**src/rtl/ppb_pkg.sv**
```systemverilog
// Shared types and constants for the PPB serial link (command frames in, status frames out).
package ppb_pkg;

  localparam int RX_PAYLOAD_BYTES = 8;
  localparam int TX_PAYLOAD_BYTES = 15;

  localparam logic [7:0] DEF_SYNC_RX = 8'hA5;
  localparam logic [7:0] DEF_SYNC_TX = 8'h5A;

  typedef enum logic [1:0] {RX_SYNC, RX_DATA, RX_CHK} rx_state_t;
  typedef enum logic [1:0] {TX_IDLE, TX_SYNC, TX_DATA, TX_CHK} tx_state_t;

endpackage

```
**src/rtl/ppb_xor_acc.sv**
```systemverilog
// Running XOR of a byte stream; cleared at frame start, folded in on each payload byte.
module ppb_xor_acc #(
  parameter int DATA_W = 8
) (
  input  logic              clk,
  input  logic              clr,
  input  logic              en,
  input  logic [DATA_W-1:0] din,
  output logic [DATA_W-1:0] acc
);

  always_ff @(posedge clk) begin
    if (clr)
      acc <= '0;
    else if (en)
      acc <= acc ^ din;
  end

endmodule

```
**src/rtl/ppb_link.sv**
```systemverilog
// PPB link: parses command frames into device_inputs and emits periodic/requested status frames.
// Build option: define PPB_LINK_CHECKSUM_EN to check/generate the XOR checksum byte.
module ppb_link
  import ppb_pkg::*;
#(
  parameter int         TX_PERIOD = 100000,
  parameter logic [7:0] SYNC_RX   = DEF_SYNC_RX,
  parameter logic [7:0] SYNC_TX   = DEF_SYNC_TX
) (
  input  logic         clk,
  input  logic         reset,
  input  logic [7:0]   rx_data,
  input  logic         rx_valid,
  output logic         rx_ready,
  output logic [7:0]   tx_data,
  output logic         tx_valid,
  input  logic         tx_ready,
  output logic [0:59]  device_inputs,
  input  logic [0:119] device_outputs,
  input  logic         tx_req,
  output logic         frame_ok,
  output logic         frame_err
);

  localparam int              PW          = $clog2(TX_PERIOD);
  localparam logic [PW-1:0]   PERIOD_LAST = PW'(TX_PERIOD - 1);
  localparam logic [2:0]      RX_LAST     = 3'(RX_PAYLOAD_BYTES - 1);
  localparam logic [3:0]      TX_LAST     = 4'(TX_PAYLOAD_BYTES - 1);

  // ---------------- receive path ----------------
  rx_state_t rx_state, rx_state_n;
  logic [2:0]  rx_cnt;
  logic [0:63] rx_shadow;
  logic [7:0]  rx_acc;
  logic        rx_xfer, rx_sync_hit, rx_data_take, rx_chk_take, rx_chk_ok;

  assign rx_ready = !reset;
  assign rx_xfer  = rx_valid && rx_ready;

`ifdef PPB_LINK_CHECKSUM_EN
  assign rx_chk_ok = (rx_data == rx_acc);
`else
  assign rx_chk_ok = 1'b1;
`endif

  always_comb begin
    rx_state_n   = rx_state;
    rx_sync_hit  = 1'b0;
    rx_data_take = 1'b0;
    rx_chk_take  = 1'b0;
    case (rx_state)
      RX_SYNC: if (rx_xfer && rx_data == SYNC_RX) begin
        rx_sync_hit = 1'b1;
        rx_state_n  = RX_DATA;
      end
      // A sync value here is ordinary payload; no mid-frame resync.
      RX_DATA: if (rx_xfer) begin
        rx_data_take = 1'b1;
        if (rx_cnt == RX_LAST)
          rx_state_n = RX_CHK;
      end
      RX_CHK: if (rx_xfer) begin
        rx_chk_take = 1'b1;
        rx_state_n  = RX_SYNC;
      end
      default: rx_state_n = RX_SYNC;
    endcase
  end

  always_ff @(posedge clk) begin
    if (reset) begin
      rx_state      <= RX_SYNC;
      rx_cnt        <= '0;
      device_inputs <= '0;
      frame_ok      <= 1'b0;
      frame_err     <= 1'b0;
    end else begin
      rx_state  <= rx_state_n;
      frame_ok  <= rx_chk_take && rx_chk_ok;
      frame_err <= rx_chk_take && !rx_chk_ok;
      if (rx_sync_hit)
        rx_cnt <= '0;
      else if (rx_data_take)
        rx_cnt <= rx_cnt + 3'd1;
      if (rx_chk_take && rx_chk_ok)
        device_inputs <= rx_shadow[0:59];
    end
  end

  always_ff @(posedge clk) begin
    if (rx_data_take)
      rx_shadow[{rx_cnt, 3'b000} +: 8] <= rx_data;
  end

  ppb_xor_acc #(.DATA_W(8)) u_rx_acc (
    .clk (clk),
    .clr (reset || rx_sync_hit),
    .en  (rx_data_take),
    .din (rx_data),
    .acc (rx_acc)
  );

  // ---------------- transmit path ----------------
  tx_state_t tx_state, tx_state_n;
  logic [3:0]    tx_cnt;
  logic [PW-1:0] period_cnt;
  logic          tx_pend, tx_expire, tx_idle, tx_start, tx_data_take;
  logic [0:119]  tx_snap;
  logic [7:0]    tx_acc, tx_chk;

  assign tx_expire = (period_cnt == PERIOD_LAST);
  assign tx_idle   = (tx_state == TX_IDLE);
  assign tx_start  = tx_idle && (tx_expire || tx_req || tx_pend);

`ifdef PPB_LINK_CHECKSUM_EN
  assign tx_chk = tx_acc;
`else
  assign tx_chk = 8'h00;
`endif

  always_comb begin
    tx_state_n   = tx_state;
    tx_data_take = 1'b0;
    tx_valid     = 1'b0;
    tx_data      = 8'h00;
    case (tx_state)
      TX_IDLE: if (tx_start) tx_state_n = TX_SYNC;
      TX_SYNC: begin
        tx_valid = 1'b1;
        tx_data  = SYNC_TX;
        if (tx_ready) tx_state_n = TX_DATA;
      end
      TX_DATA: begin
        tx_valid = 1'b1;
        tx_data  = tx_snap[{tx_cnt, 3'b000} +: 8];
        if (tx_ready) begin
          tx_data_take = 1'b1;
          if (tx_cnt == TX_LAST)
            tx_state_n = TX_CHK;
        end
      end
      TX_CHK: begin
        tx_valid = 1'b1;
        tx_data  = tx_chk;
        if (tx_ready) tx_state_n = TX_IDLE;
      end
      default: tx_state_n = TX_IDLE;
    endcase
  end

  // Requests and period expiries while busy coalesce into a single pending frame.
  always_ff @(posedge clk) begin
    if (reset) begin
      tx_state   <= TX_IDLE;
      tx_cnt     <= '0;
      period_cnt <= '0;
      tx_pend    <= 1'b0;
    end else begin
      tx_state   <= tx_state_n;
      period_cnt <= (tx_start || tx_expire) ? '0 : period_cnt + 1'b1;
      if (tx_start)
        tx_pend <= 1'b0;
      else if (!tx_idle && (tx_req || tx_expire))
        tx_pend <= 1'b1;
      if (tx_start)
        tx_cnt <= '0;
      else if (tx_data_take)
        tx_cnt <= tx_cnt + 4'd1;
    end
  end

  always_ff @(posedge clk) begin
    if (tx_start)
      tx_snap <= device_outputs;
  end

  ppb_xor_acc #(.DATA_W(8)) u_tx_acc (
    .clk (clk),
    .clr (reset || tx_start),
    .en  (tx_data_take),
    .din (tx_data),
    .acc (tx_acc)
  );

  logic unused_bits;
`ifdef PPB_LINK_CHECKSUM_EN
  assign unused_bits = ^rx_shadow[60:63];
`else
  assign unused_bits = ^{rx_shadow[60:63], rx_acc, tx_acc};
`endif

endmodule

```
**config.mk**
```make
export PLATFORM = sky130hd
export DESIGN_NAME = ppb_link
export DESIGN_NICKNAME = d
export VERILOG_FILES = /design/src/rtl/ppb_pkg.sv /design/src/rtl/ppb_xor_acc.sv /design/src/rtl/ppb_link.sv
export SDC_FILE = /design/constraint.sdc
export NUM_CORES = 1
export LEC_CHECK = 0
export BUFFER_PORTS_ARGS = -buffer_cell sky130_fd_sc_hd__buf_2
export CORE_MARGIN = 2
export CORE_UTILIZATION = 37
export DETAILED_ROUTE_END_ITERATION = 10
export GPL_TIMING_DRIVEN = 0
export MAX_ROUTING_LAYER = met4
export PLACE_DENSITY = 0.64
export SYNTH_ARGS = -nofsm -noshare
export SYNTH_HDL_FRONTEND = slang
export SYNTH_SLANG_ARGS = --single-unit
```
**constraint.sdc**
```tcl
create_clock -name clk -period 8.8 [get_ports clk]
set_input_delay 1.76 -clock clk [delete_from_list [all_inputs] [get_ports clk]]
set_output_delay 1.76 -clock clk [all_outputs]
set_load 0.02 [all_outputs]
```
Word level (Yosys, flattened, before mapping)
Index checks and enable logic that the tools add are counted.
{ "totals": {"reg_bits": 274, "in_bits": 133, "output_inout_bits": 72} }
{ "classes": {"bitwise": 2, "n_eq_ne": 18, "add_sub_neg": 4, "n_mux": 21, "n_shift": 3, "reduce_logical": 17} }
{ "op_table": {"columns": ["cell", "count"], "rows": [
  ["120-bit by 8-bit variable part select with 121-bit output", 1],
  ["65-bit by 8-bit variable shift with 64-bit output (first input constant)", 1],
  ["65-bit by 8-bit variable part select with 64-bit output", 1],
  ["64-bit bitwise mux", 1],
  ["2-bit two-way mux", 9],
  ["17-bit by 1-bit adder with 17-bit output (second input constant)", 1],
  ["17-bit == test (second input constant)", 1],
  ["2-bit != test (second input constant)", 8],
  ["8-bit case mux with 2 select lines", 1],
  ["8-bit == test (second input constant)", 1],
  ["1-bit two-way mux", 8],
  ["7-bit negator with 8-bit output", 1],
  ["7-bit NOT with 8-bit output", 1],
  ["2-bit case mux with 4 select lines", 1],
  ["6-bit NOT with 7-bit output", 1],
  ["2-bit == test (second input constant)", 3],
  ["2-bit case mux with 3 select lines", 1],
  ["2-bit OR reduction", 3],
  ["5-bit AND reduction", 1],
  ["4-bit by 1-bit adder with 4-bit output (second input constant)", 1],
  ["2-bit by 1-bit == test with 1-bit output (second input constant)", 2],
  ["4-bit == test (second input constant)", 1],
  ["1-bit logical AND", 4],
  ["2-bit zero test", 2],
  ["7 further kinds", 10]
]} }

Logic depth before layout (Yosys ltp)
Gate-level depths: netlist (run 1).
{ "depth": {"ltp_word": 6, "depth_mapped": 8} }

Worst setup path before layout (run 1)
Ideal clock, no wire load.
{ "synth_timing": {"path_type": "input -> register", "from": "input tx_req", "to": "register tx_snap[0] (netlist name) (enable)", "required_time_ns": 8.199, "setup_slack_ns": 1.257, "cell_stages": 3, "arrival_time_ns": 6.942, "path_buffers": 0, "path_cell_list": "or2_2 a41oi_2 nor2_1"} }
{ "synth_between": {"elab_chain_len": 3} }
{ "synth_rtl": {"columns": ["element", "line_no", "source"], "rows": [
  ["from (decl)", "ppb_link.sv:20", "input logic tx_req,"],
  ["1-bit logical OR (2 in a row)", "ppb_link.sv:113", "assign tx_start = tx_idle && (tx_expire || tx_req || tx_pend);"],
  ["1-bit logical AND", "ppb_link.sv:113", null],
  ["named net tx_start", "ppb_link.sv:107", "logic tx_pend, tx_expire, tx_idle, tx_start, tx_data_take;"],
  ["to (signal assigned)", "ppb_link.sv:174", "tx_snap <= device_outputs;"],
  ["to (decl)", "ppb_link.sv:108", "logic [0:119] tx_snap;"]
]} }
The timed path passes the listed nets, and every way through them passes these cells.
A chain may end at the register's enable or synchronous reset.

Worst setup path after layout (run 1)
{ "layout_timing": {"from": "register tx_cnt[2]", "to": "output tx_data[2]"} }
{ "layout_between": {"elab_chain_len": 3} }
{ "layout_rtl": {"columns": ["element", "line_no", "source"], "rows": [
  ["from (decl)", "ppb_link.sv:105", "logic [3:0] tx_cnt;"],
  ["from (signal assigned)", "ppb_link.sv:168", "tx_cnt <= tx_cnt + 4'd1;"],
  ["7-bit NOT with 8-bit output (not written as such)", "ppb_link.sv:135", "tx_data = tx_snap[{tx_cnt, 3'b000} +: 8];"],
  ["120-bit by 8-bit variable part select with 121-bit output", "ppb_link.sv:135", null],
  ["8-bit case mux with 2 select lines", "ppb_link.sv:126", "case (tx_state)"],
  ["to (decl)", "ppb_link.sv:15", "output logic [7:0] tx_data,"]
]} }
Every way passes these cells.

==> impl_metrics.sql, run 1 <==
INSERT INTO impl_metrics (metric_group, metric, value, unit) VALUES
('outcome', 'status', 'complete, no violations', ''),
('critical_path', 'critPathLaunchType', 'flip-flop', ''),
('cts', 'postCtsSetupBuffers', '0', ''),
('final_layout', 'area_growth_syn_to_layout', '24.18', '%'),
('yosys', 'postSynthAreaPerCell', '12.73', 'um^2'),
('pwr', 'share_comb_of_total_power', '13.9', '%'),
('drt', 'num_vias', '7179', ''),
('cts', 'clk_transition_reported_paths', '60', 'ps'),
('floorplan', 'chipWidth', '172.2', 'um'),
('pwr', 'pwr-share-clk', '36.1', '%'),
('global_route', 'via_count_of_the_first_global_routing_pass', '6940', ''),
('worst_hold_path', 'worstHoldPathType', 'flip-flop to flip-flop', ''),
('floorplan', 'placement_rows', '61', ''),
('sta', 'hold_slack', '444.6', 'ps'),
('cts', 'tritoncts', 'yes', ''),
('flow_run', 'max_cap_violations', '0', ''),
('critical_path', 'cp_data_required_time', '7040', 'ps'),
('global_route', 'grtUsageMet1', '22.36', '%'),
('drt', 'detail-route-antenna-nets', '0', ''),
('global_route', 'antenna_violations_before_repair', '5', ''),
('global_route', 'grt_first_pass_wirelength', '38.28', 'mm'),
('global_route', 'grt_overflow_total', '0', ''),
('final_layout', 'fillCellCount', '2532', ''),
('final_layout', 'layout.nets', '1206', ''),
('sta', 'clock_skew', '8.969', 'ps'),
('placement', 'input_output_buffers', '203', ''),
('pwr', 'p_total', '3.250', 'mW'),
('critical_path', 'critPathBufInv', '3', ''),
('cts', 'postCtsResizedCells', '0', ''),
('cts', 'cts-buffers-inserted', '29', ''),
('sta', 'rsz_0062_raised_after_global_routing', 'false', ''),
('floorplan', 'design.core.area', '0.02778', 'mm^2'),
('critical_path', 'depth_of_the_worst_register_to_register_path', '7', ''),
('yosys', 'ys_ff_latch', '270', ''),
('pwr', 'p_int', '2.446', 'mW'),
('critical_path', 'critical_path_cell_count', '6', ''),
('pwr', 'ir_drop', '0.1740', 'mV'),
('pwr', 'swShare', '24.73', '%'),
('final_layout', 'drive_gt1_share', '28.44', '%'),
('yosys', 'yosys_warnings', '0', ''),
('sta', 'slew_violations', '0', ''),
('yosys', 'synth-main-ff-cell', 'edfxtp_1', ''),
('placement', 'dp_hpwl', '18.50', 'mm'),
('placement', 'post-place-cells', '1407', ''),
('critical_path', 'timing.critical_path.max_delay_family', 'buffers and inverters', ''),
('yosys', 'synthesis.area', '0.01046', 'mm^2'),
('critical_path', 'critical_path.slowest_cell', 'clkbuf_1', ''),
('cts', 'clock_latency_on_the_worst_skew_pair', '540', 'ps'),
('critical_path', 'critical_path_peak_fanout', '10', ''),
('cts', 'postCtsHoldBufs', '0', ''),
('pwr', 'power.static_leakage', '4.751', 'nW'),
('sta', 'relSlewSlack', '52.25', '%'),
('global_route', 'grt_use_met2', '27.45', '%'),
('final_layout', 'most_common_cell_after_layout_fill_and_taps_aside', 'buf_2', ''),
('final_layout', 'post-route-util', '46.77', '%'),
('global_route', 'pin_count_of_the_biggest_net_entering_global_routing', '31', ''),
('drt', 'detailedRoute.firstIterationViolations', '379', ''),
('sta', 'portion_of_the_clock_cycle_consumed_by_the_worst_path_in_the_final_layout', '51.31', '%'),
('pwr', 'total_switching_power', '0.8035', 'mW'),
('yosys', 'synth_enable_flop_cells', '180', ''),
('global_route', 'grt.busiest_layer', 'met2', ''),
('cts', 'cts_buffer_depth', '3', ''),
('drt', 'dr_vias_cell', '4.894', ''),
('drt', 'post_drt_wl_per_cell', '17.32', 'um'),
('critical_path', 'crit_path_frequent_cell', 'clkbuf_1', ''),
('worst_hold_path', 'worstHoldPathCells', '2', ''),
('global_route', 'globalRouteTotalUtil', '17.38', '%'),
('pwr', 'power.density_cell_area', '250.1', 'mW/mm^2'),
('pwr', 'sequentialPowerShare', '50.0', '%'),
('drt', 'drc', '0', ''),
('cts', 'clock_sink_count', '270', '');
==> power by group through the flow <==
stage | logic, mW | registers (mW) | clock network [mW]
global placement | 0.397 | 1.71 | 0
floorplan | 0.275 | 1.68 | 0
finish | 0.452 | 1.62 | 1.17
CTS | 0.459 | 1.63 | 1.20
detailed placement | 0.457 | 1.65 | 0
global route | 0.495 | 1.64 | 1.25
==> layout make-up <==
class	count	area [um^2]	share of cell area (%)
flip-flops and latches	270	7207	55.47
multi-input cells	497	3009	23.16
repair buffers	207	1104	8.494
clock buffers	35	778.2	5.990
well taps	378	473.0	3.640
plain buffers	41	201.4	1.550
clock inverters	19	152.6	1.175
inverters	14	52.55	0.4045
diodes	6	15.01	0.1156
==> per-layer routing <==
layer,routed length (um),vias up
met5,0,-
met1,10900,3473
met2,11910,225
met4,881,0
li1,-,3426
met3,1711,55
==> synth_stat cells (11+ instances only) <==
cell | instances | area share, %
dfxtp_1 | 90 | 17
edfxtp_1 | 180 | 52
nand2_1 | 163 | 5.8
nor2_1 | 95 | 3.4
mux4_2 | 16 | 3.4
mux2_2 | 14 | 1.5
ha_1 | 13 | 1.6
inv_1 | 11 | 0.39
o21ai_0 | 67 | 3.2
xnor2_1 | 14 | 1.2
mux2i_1 | 15 | 1.4
clkbuf_1 | 28 | 1.0
==> tightest hold or removal path: stages, from the launching register on <==
cell and delay, ps:
edfxtp_1 320, nand2_1 40, o21ai_0 50
==> sequential cells by signal, indices dropped and copies added (netlist names) <==
name	flops
tx_cnt	4
frame_ok	1
rx_cnt	3
tx_state	2
rx_shadow	60
tx_pend	1
tx_snap	120
device_inputs	60
period_cnt	17
rx_state	2
==> logic make-up (layout without fill, tap and decap cells) <==
group,after synthesis,after routing,synth area share [%]
AO/OA/AOI/OAI,106,106,6.183
XOR/XNOR,17,17,1.423
adder cells (fa/ha/maj),13,13,1.555
buffers and inverters,55,316,2.428
flip-flops,270,270,68.88
multiplexers,45,45,6.386
other,1,7,0.03584
AND/OR/NAND/NOR,315,315,13.11
==> per-stage QoR <==
| step | area [um^2] | setup slack [ps] | setup TNS [ps] |
|---|---|---|---|
| floorplan | 10460 | 1257 | 0 |
| global placement | 11950 | -686.0 | -80520 |
| detailed placement | 12050 | 4332 | 0 |
| CTS | 12980 | 4327 | 0 |
| global route | 12990 | 4107 | 0 |
| finish | 12990 | 4285 | 0 |
==> path summary, 6_finish.rpt <==
kind / start / to / slack (ps)
min reg2reg: rx_shadow[3] / device_inputs[3] / 440
max: tx_cnt[2] / tx_data[2] / 4280
min: rx_shadow[3] / device_inputs[3] / 440
max reg2reg: period_cnt[0] / tx_snap[25] / 6140
Power figures use the tool's default switching activity.
==> run 2, diff against run 1 <==
--- a/config.mk
+++ b/config.mk
@@ -5,13 +5,14 @@
 export SDC_FILE = /design/constraint.sdc
 export NUM_CORES = 1
 export LEC_CHECK = 0
+export ABC_AREA = 1
 export BUFFER_PORTS_ARGS = -buffer_cell sky130_fd_sc_hd__buf_2
 export CORE_MARGIN = 2
 export CORE_UTILIZATION = 37
 export DETAILED_ROUTE_END_ITERATION = 10
 export GPL_TIMING_DRIVEN = 0
 export MAX_ROUTING_LAYER = met4
-export PLACE_DENSITY = 0.64
+export PLACE_DENSITY = 0.66
 export SYNTH_ARGS = -nofsm -noshare
 export SYNTH_HDL_FRONTEND = slang
 export SYNTH_SLANG_ARGS = --single-unit
==> constraint.sdc (replaced) <==
create_clock -name clk -period 3.7 [get_ports clk]
set_input_delay 0.74 -clock clk [delete_from_list [all_inputs] [get_ports clk]]
set_output_delay 0.74 -clock clk [all_outputs]
set_load 0.02 [all_outputs]
==> impl_metrics.sql, run 2 <==
INSERT INTO impl_metrics (metric_group, metric, value, unit) VALUES
('outcome', 'status', 'complete, no violations', ''),
('global_route', 'grt_first_pass_wirelength', '43.67', 'mm'),
('yosys', 'mappedNetlistNets', '1156', ''),
('placement', 'dp_hpwl', '20.12', 'mm'),
('cts', 'cts_buffer_depth', '3', ''),
('cts', 'clock_sink_count', '270', ''),
('final_layout', 'area_growth_syn_to_layout', '23.74', '%'),
('yosys', 'postSynth.asyncResetShare', '0', '%'),
('critical_path', 'critical_path_peak_fanout', '10', ''),
('yosys', 'synthesis.instances', '1010', ''),
('cts', 'tritoncts', 'yes', ''),
('cts', 'cts.htree.levels', '1', ''),
('sta', 'portion_of_the_clock_cycle_consumed_by_the_worst_path_in_the_final_layout', '81.77', '%'),
('drt', 'dr_vias_cell', '4.811', ''),
('pwr', 'ir_drop', '0.3234', 'mV'),
('drt', 'num_vias', '7967', ''),
('cts', 'clk_transition_reported_paths', '60', 'ps'),
('final_layout', 'largest_reg_flops', '120', ''),
('placement', 'pre_cts_ws', '833.8', 'ps'),
('yosys', 'synth_most_common_cell', 'nand2_1', ''),
('floorplan', 'placement_rows', '62', ''),
('critical_path', 'cp_data_required_time', '2960', 'ps'),
('sta', 'relSlewSlack', '16.40', '%'),
('final_layout', 'drive_gt1_share', '23.50', '%'),
('placement', 'finalWeightedCongestion', '0.9197', ''),
('drt', 'detailedRoute.firstPassIterationCount', '5', ''),
('cts', 'postCtsHoldBufs', '0', ''),
('pwr', 'power.density_cell_area', '584.7', 'mW/mm^2'),
('placement', 'post-place-cells', '1599', ''),
('critical_path', 'worstSetupPathType', 'flip-flop to output pin', ''),
('yosys', 'postSynthAreaPerCell', '10.54', 'um^2'),
('pwr', 'power.static_leakage', '5.008', 'nW'),
('floorplan', 'start_util', '37.29', '%'),
('sta', 'max_freq', '0.3305', 'GHz'),
('cts', 'clock_latency_on_the_worst_skew_pair', '540', 'ps'),
('floorplan', 'design.core.area', '0.02855', 'mm^2'),
('cts', 'cts_root_buffer', 'clkbuf_16', ''),
('yosys', 'netlist_top_cells_count', 'nand2_1, edfxtp_1, nor2_1', ''),
('drt', 'drc', '0', ''),
('sta', 'rsz_0062_raised_after_global_routing', 'false', ''),
('cts', 'postCtsSetupBuffers', '0', ''),
('yosys', 'synth_enable_flop_cells', '180', ''),
('global_route', 'globalRouteTotalUtil', '18.95', '%'),
('critical_path', 'critPathLaunchType', 'flip-flop', ''),
('global_route', 'grt_overflow_total', '0', ''),
('drt', 'dr_wl_met3', '2.238', 'mm'),
('drt', 'maxUsedRoutingLayer', 'met4', ''),
('yosys', 'synthesis.area', '0.01065', 'mm^2'),
('critical_path', 'cp_data_arrival_time', '2290', 'ps'),
('yosys', 'synth_top_cells_by_area', 'edfxtp_1, dfxtp_1, nand2_1', ''),
('drt', 'detailedRoute.firstIterationViolations', '680', ''),
('yosys', 'yosys.cell_types.count', '40', ''),
('sta', 'worst_slack', '674.7', 'ps'),
('final_layout', 'post_layout_nonfiller_instances', '1656', ''),
('drt', 'wl_met1', '11.43', 'mm'),
('yosys', 'yosysTopAreaCellShare', '50.78', '%'),
('sta', 'final-setup-viol-count', '0', ''),
('sta', 'worst_pin_slew', '1244', 'ps'),
('yosys', 'synth-main-ff-cell', 'edfxtp_1', ''),
('drt', 'detail-route-antenna-nets', '0', ''),
('final_layout', 'layout.nets', '1392', ''),
('final_layout', 'most-common-layout-cells', 'nand2_1, buf_2, edfxtp_1, nor2_1, dfxtp_1', ''),
('worst_hold_path', 'worstHoldPathType', 'input pin to flip-flop', ''),
('drt', 'met2_wirelength', '13.65', 'mm'),
('sta', 'period_needed', '3025', 'ps'),
('placement', 'input_output_buffers', '203', ''),
('drt', 'post_drt_wl_per_cell', '16.95', 'um'),
('yosys', 'ys_ff_latch', '270', ''),
('sta', 'slew_violations', '0', ''),
('floorplan', 'fp.dieArea', '0.03014', 'mm^2'),
('flow_run', 'max_cap_violations', '0', ''),
('global_route', 'via_count_of_the_first_global_routing_pass', '8010', ''),
('yosys', 'yosys_warnings', '0', ''),
('cts', 'cts-buffers-inserted', '29', ''),
('cts', 'postCtsResizedCells', '0', ''),
('sta', 'setup_total_negative_slack', '0', 'ps'),
('sta', 'clock_skew', '15.55', 'ps'),
('global_route', 'pin_count_of_the_biggest_net_entering_global_routing', '47', ''),
('critical_path', 'crit_path_end_kind', 'output pin', ''),
('floorplan', 'chipWidth', '173.6', 'um'),
('floorplan', 'die_h', '173.6', 'um'),
('floorplan', 'ios', '205', ''),
('yosys', 'synth_area_leader_cell', 'edfxtp_1', ''),
('final_layout', 'max_flop_register', 'tx_snap', ''),
('pwr', 'p_total', '7.702', 'mW'),
('yosys', 'ys_seq_area_share', '67.70', '%'),
('global_route', 'antenna_violations_before_repair', '3', ''),
('final_layout', 'registers_with_the_highest_flip_flop_counts', 'tx_snap x120, device_inputs x60, rx_shadow x60', ''),
('sta', 'hold_slack', '376.3', 'ps'),
('sta', 'hold_viol_final', '0', ''),
('drt', 'wirelength', '28.06', 'mm'),
('final_layout', 'most_common_cell_after_layout_fill_and_taps_aside', 'nand2_1', '');
run 2: routing by layer:
layer	track usage (%)	vias to the layer above
li1	-	3896
met1	22.48	3715
met2	32.28	297
met3	3.969	59
met4	6.197	0
met5	-	-
run 2: layout make-up:
cell class                      count  area [um^2]
Tap cell                          384        480.5
Multi-Input combinational cell    647         2990
Timing Repair Buffer              205         1056
Sequential cell                   270         7207
Inverter                           43        171.4
Buffer                             50        280.3
Clock buffer                       36        762.0
Fill cell                        2698        15370
Clock inverter                     17        215.2
Antenna cell                        4        10.01
run 2: cell families after synthesis:
group,synth area share [%]
adder cells (fa/ha/maj),1.528
AND/OR/NAND/NOR,19.68
flip-flops,67.70
AO/OA/AOI/OAI,5.947
other,0.03523
XOR/XNOR,0.9051
buffers and inverters,4.208
run 2: path summary, 6_finish.rpt:
check / from / endpoint / slack [ps] / cells after the start
setup / recovery: tx_cnt[1] / tx_data[5] / 670 / 11
hold / removal: device_outputs[68] / tx_snap[68] / 380 / 1
setup reg to reg: period_cnt[0] / tx_snap[86] / 1070 / 9
hold reg to reg: rx_shadow[43] / device_inputs[43] / 440 / 2
run 2: where the power goes:
| part | leakage, nW | switching (mW) | internal (mW) | total [mW] |
|---|---|---|---|---|
| clock network | 0.466 | 1.16 | 1.80 | 2.97 |
| logic | 2.17 | 0.623 | 0.287 | 0.910 |
| registers | 2.38 | 0.109 | 3.72 | 3.83 |
| total | 5.01 | 1.89 | 5.81 | 7.70 |
run 2: metrics by stage:
| stage | area [um^2] | util [%] |
|---|---|---|
| finish | 13170 | 46.14 |
| global route | 13170 | 46.13 |
| CTS | 13160 | 46.11 |
| detailed placement | 12190 | 42.69 |
| global placement | 12150 | 42.54 |
| floorplan | 10650 | - |
run 2: critical path, cell delays in order, from the launching register on:
cell      delay (ps)
dfxtp_1          370
buf_6            190
nand2_2           80
clkinv_2         110
buf_4            210
nand2_1           70
nand3_1           90
nand2_1           50
nand2_1          160
inv_1             60
a21oi_1          170
buf_2            190
==> run 3, diff against run 2 <==
--- a/config.mk
+++ b/config.mk
@@ -12,7 +12,7 @@
 export DETAILED_ROUTE_END_ITERATION = 10
 export GPL_TIMING_DRIVEN = 0
 export MAX_ROUTING_LAYER = met4
-export PLACE_DENSITY = 0.66
+export PLACE_DENSITY = 0.64
 export SYNTH_ARGS = -nofsm -noshare
 export SYNTH_HDL_FRONTEND = slang
 export SYNTH_SLANG_ARGS = --single-unit
==> constraint.sdc (replaced) <==
create_clock -name clk -period 3.1 [get_ports clk]
set_input_delay 0.62 -clock clk [delete_from_list [all_inputs] [get_ports clk]]
set_output_delay 0.62 -clock clk [all_outputs]
set_load 0.02 [all_outputs]
==> impl_metrics.sql, run 3 (synthesis results as in run 2) <==
INSERT INTO impl_metrics (metric_group, metric, value, unit) VALUES
('sta', 'relSlewSlack', '22.35', '%'),
('cts', 'tritoncts', 'yes', ''),
('pwr', 'power.static_leakage', '5.020', 'nW'),
('final_layout', 'registers_with_the_highest_flip_flop_counts', 'tx_snap x120, device_inputs x60, rx_shadow x60', ''),
('floorplan', 'placement_rows', '62', ''),
('cts', 'clk_transition_reported_paths', '60', 'ps'),
('cts', 'cts-buffers-inserted', '30', ''),
('sta', 'hold_viol_final', '0', ''),
('placement', 'placedInstanceArea', '0.01221', 'mm^2'),
('final_layout', 'drive_gt1_share', '23.90', '%'),
('sta', 'worst_pin_slew', '1156', 'ps'),
('critical_path', 'worst_setup_slack_for_register_to_register_paths', '650', 'ps'),
('placement', 'post-place-cells', '1600', ''),
('final_layout', 'fillCellCount', '2755', ''),
('drt', 'wirelength', '27.54', 'mm'),
('critical_path', 'timing.rr.start', 'period_cnt[0]', ''),
('drt', 'post_drt_wl_per_cell', '16.59', 'um'),
('cts', 'postCtsSetupBuffers', '0', ''),
('drt', 'detailedRoute.firstPassIterationCount', '5', ''),
('sta', 'setup_total_negative_slack', '0', 'ps'),
('critical_path', 'timing.critical_path.max_delay_family', 'buffers and inverters', ''),
('placement', 'dp_hpwl', '19.90', 'mm'),
('global_route', 'via_count_of_the_first_global_routing_pass', '7857', ''),
('placement', 'finalWeightedCongestion', '0.8891', ''),
('worst_hold_path', 'timing.hold.worst_endpoint', 'tx_snap[68]', ''),
('final_layout', 'largest_reg_flops', '120', ''),
('worst_hold_path', 'hold_start', 'device_outputs[68]', ''),
('critical_path', 'timing.critical_path.slowest_cell_delay', '360', 'ps'),
('critical_path', 'critical_path.slowest_cell', 'dfxtp_1', ''),
('final_layout', 'post_layout_nonfiller_instances', '1660', ''),
('cts', 'cts_root_buffer', 'clkbuf_16', ''),
('critical_path', 'crit_path_end_kind', 'output pin', ''),
('critical_path', 'critPathLaunchType', 'flip-flop', ''),
('critical_path', 'critPathBufInv', '4', ''),
('critical_path', 'worstSetupPathType', 'flip-flop to output pin', ''),
('final_layout', 'most-common-layout-cells', 'nand2_1, buf_2, edfxtp_1, nor2_1, dfxtp_1', ''),
('floorplan', 'start_util', '37.29', '%'),
('final_layout', 'most_common_cell_after_layout_fill_and_taps_aside', 'nand2_1', ''),
('pwr', 'total_switching_power', '2.285', 'mW'),
('final_layout', 'area_growth_syn_to_layout', '23.88', '%'),
('sta', 'final-setup-viol-count', '0', ''),
('global_route', 'grt_overflow_total', '0', ''),
('pwr', 'power.density_cell_area', '690.5', 'mW/mm^2'),
('cts', 'postCtsHoldBufs', '0', ''),
('critical_path', 'regToRegEndpoint', 'tx_snap[14]', ''),
('sta', 'period_needed', '2884', 'ps'),
('final_layout', 'layout.nets', '1394', ''),
('placement', 'input_output_buffers', '203', ''),
('critical_path', 'critical_path_cell_count', '9', ''),
('pwr', 'p_int', '6.821', 'mW'),
('sta', 'max_freq', '0.3468', 'GHz'),
('cts', 'cts_buffer_depth', '3', ''),
('outcome', 'status', 'complete, no violations', ''),
('cts', 'clock_latency_on_the_worst_skew_pair', '550', 'ps'),
('cts', 'postCtsResizedCells', '0', ''),
('cts', 'cts.htree.levels', '1', ''),
('pwr', 'swShare', '25.09', '%'),
('drt', 'detailedRoute.firstIterationViolations', '525', ''),
('floorplan', 'fp.dieArea', '0.03014', 'mm^2'),
('pwr', 'sequentialPowerShare', '50.1', '%'),
('pwr', 'pwr-share-clk', '37.7', '%'),
('global_route', 'antenna_violations_before_repair', '4', ''),
('sta', 'clock_skew', '19.93', 'ps'),
('critical_path', 'critical_path_peak_fanout', '10', ''),
('global_route', 'pin_count_of_the_biggest_net_entering_global_routing', '39', ''),
('sta', 'portion_of_the_clock_cycle_consumed_by_the_worst_path_in_the_final_layout', '93.02', '%'),
('drt', 'num_vias', '7975', ''),
('pwr', 'share_comb_of_total_power', '12.2', '%'),
('final_layout', 'post-route-util', '46.20', '%'),
('sta', 'hold_slack', '237.1', 'ps'),
('worst_hold_path', 'worstHoldPathType', 'input pin to flip-flop', ''),
('critical_path', 'depth_of_the_worst_register_to_register_path', '9', ''),
('flow_run', 'max_cap_violations', '0', ''),
('floorplan', 'ios', '205', ''),
('critical_path', 'cp_data_required_time', '2480', 'ps'),
('cts', 'clock_sink_count', '270', ''),
('final_layout', 'max_flop_register', 'tx_snap', ''),
('sta', 'slew_violations', '0', ''),
('floorplan', 'chipWidth', '173.6', 'um'),
('critical_path', 'path_cells', 'buf_6 -> nand2_2 -> clkinv_2 -> buf_2 -> nand2_1 -> nand4_1 -> nand3_1 -> a21oi_1 -> buf_2', ''),
('floorplan', 'die_h', '173.6', 'um'),
('sta', 'rsz_0062_raised_after_global_routing', 'false', ''),
('global_route', 'grt_first_pass_wirelength', '42.19', 'mm'),
('drt', 'drc', '0', ''),
('final_layout', 'design_area', '0.01319', 'mm^2'),
('floorplan', 'design.core.area', '0.02855', 'mm^2'),
('drt', 'dr_vias_cell', '4.804', ''),
('critical_path', 'crit_path_frequent_cell', 'buf_2', ''),
('global_route', 'globalRouteTotalUtil', '18.35', '%'),
('critical_path', 'cp_data_arrival_time', '2260', 'ps'),
('drt', 'detail-route-antenna-nets', '0', ''),
('worst_hold_path', 'worstHoldPathCells', '1', ''),
('pwr', 'ir_drop', '0.3916', 'mV');
## run 3: cell count changes in the layout (fill, tap and decap cells not counted), sizes merged
cell	change
clkbuf	+8
bufinv	-4
buf	+1
clkinv	-1
## run 3: worst max path at each step
stage	startpoint	end	slack (ps)
detailed placement	reset	rx_shadow[48]	380
CTS	tx_cnt[1]	tx_data[4]	180
global route	tx_cnt[0]	tx_data[4]	80
floorplan	tx_req	tx_snap[0]	10
global placement	tx_req	tx_snap[6]	-900
finish	tx_cnt[1]	tx_data[4]	220
## run 3: layout make-up
class	instances	area [um^2]	area share, %
Inverter	43	171.4	1.300
Sequential cell	270	7207	54.65
Clock buffer	44	865.8	6.565
Timing Repair Buffer	206	1076	8.159
Tap cell	384	480.5	3.643
Buffer	50	280.3	2.125
Multi-Input combinational cell	647	2993	22.69
Antenna cell	4	10.01	0.07590
Clock inverter	12	103.9	0.7875
## run 3: metal layers
metal / vias to the layer above / share of wire [%] / track usage, %
met3: 44 / 7.7 / 4.035
li1: 3893 / - / -
met2: 286 / 49 / 30.67
met5: - / 0 / -
met4: 0 / 2.4 / 5.217
met1: 3752 / 41 / 22.50
## run 3: through the flow
step,worst slack [ps],power [mW]
after floorplan,10.20,5.321
after global placement,-902.3,5.710
after detailed placement,383.0,5.760
after CTS,179.7,9.198
after global routing,83.80,9.503
final,216.4,9.105
## run 3: power by group through the flow
stage | Combinational (mW) | Clock, mW | Sequential (mW)
final | 1.11 | 3.43 | 4.57
after detailed placement | 1.12 | 0 | 4.64
after CTS | 1.12 | 3.51 | 4.57
after global routing | 1.24 | 3.66 | 4.61
after floorplan | 0.686 | 0 | 4.64
after global placement | 1.03 | 0 | 4.68
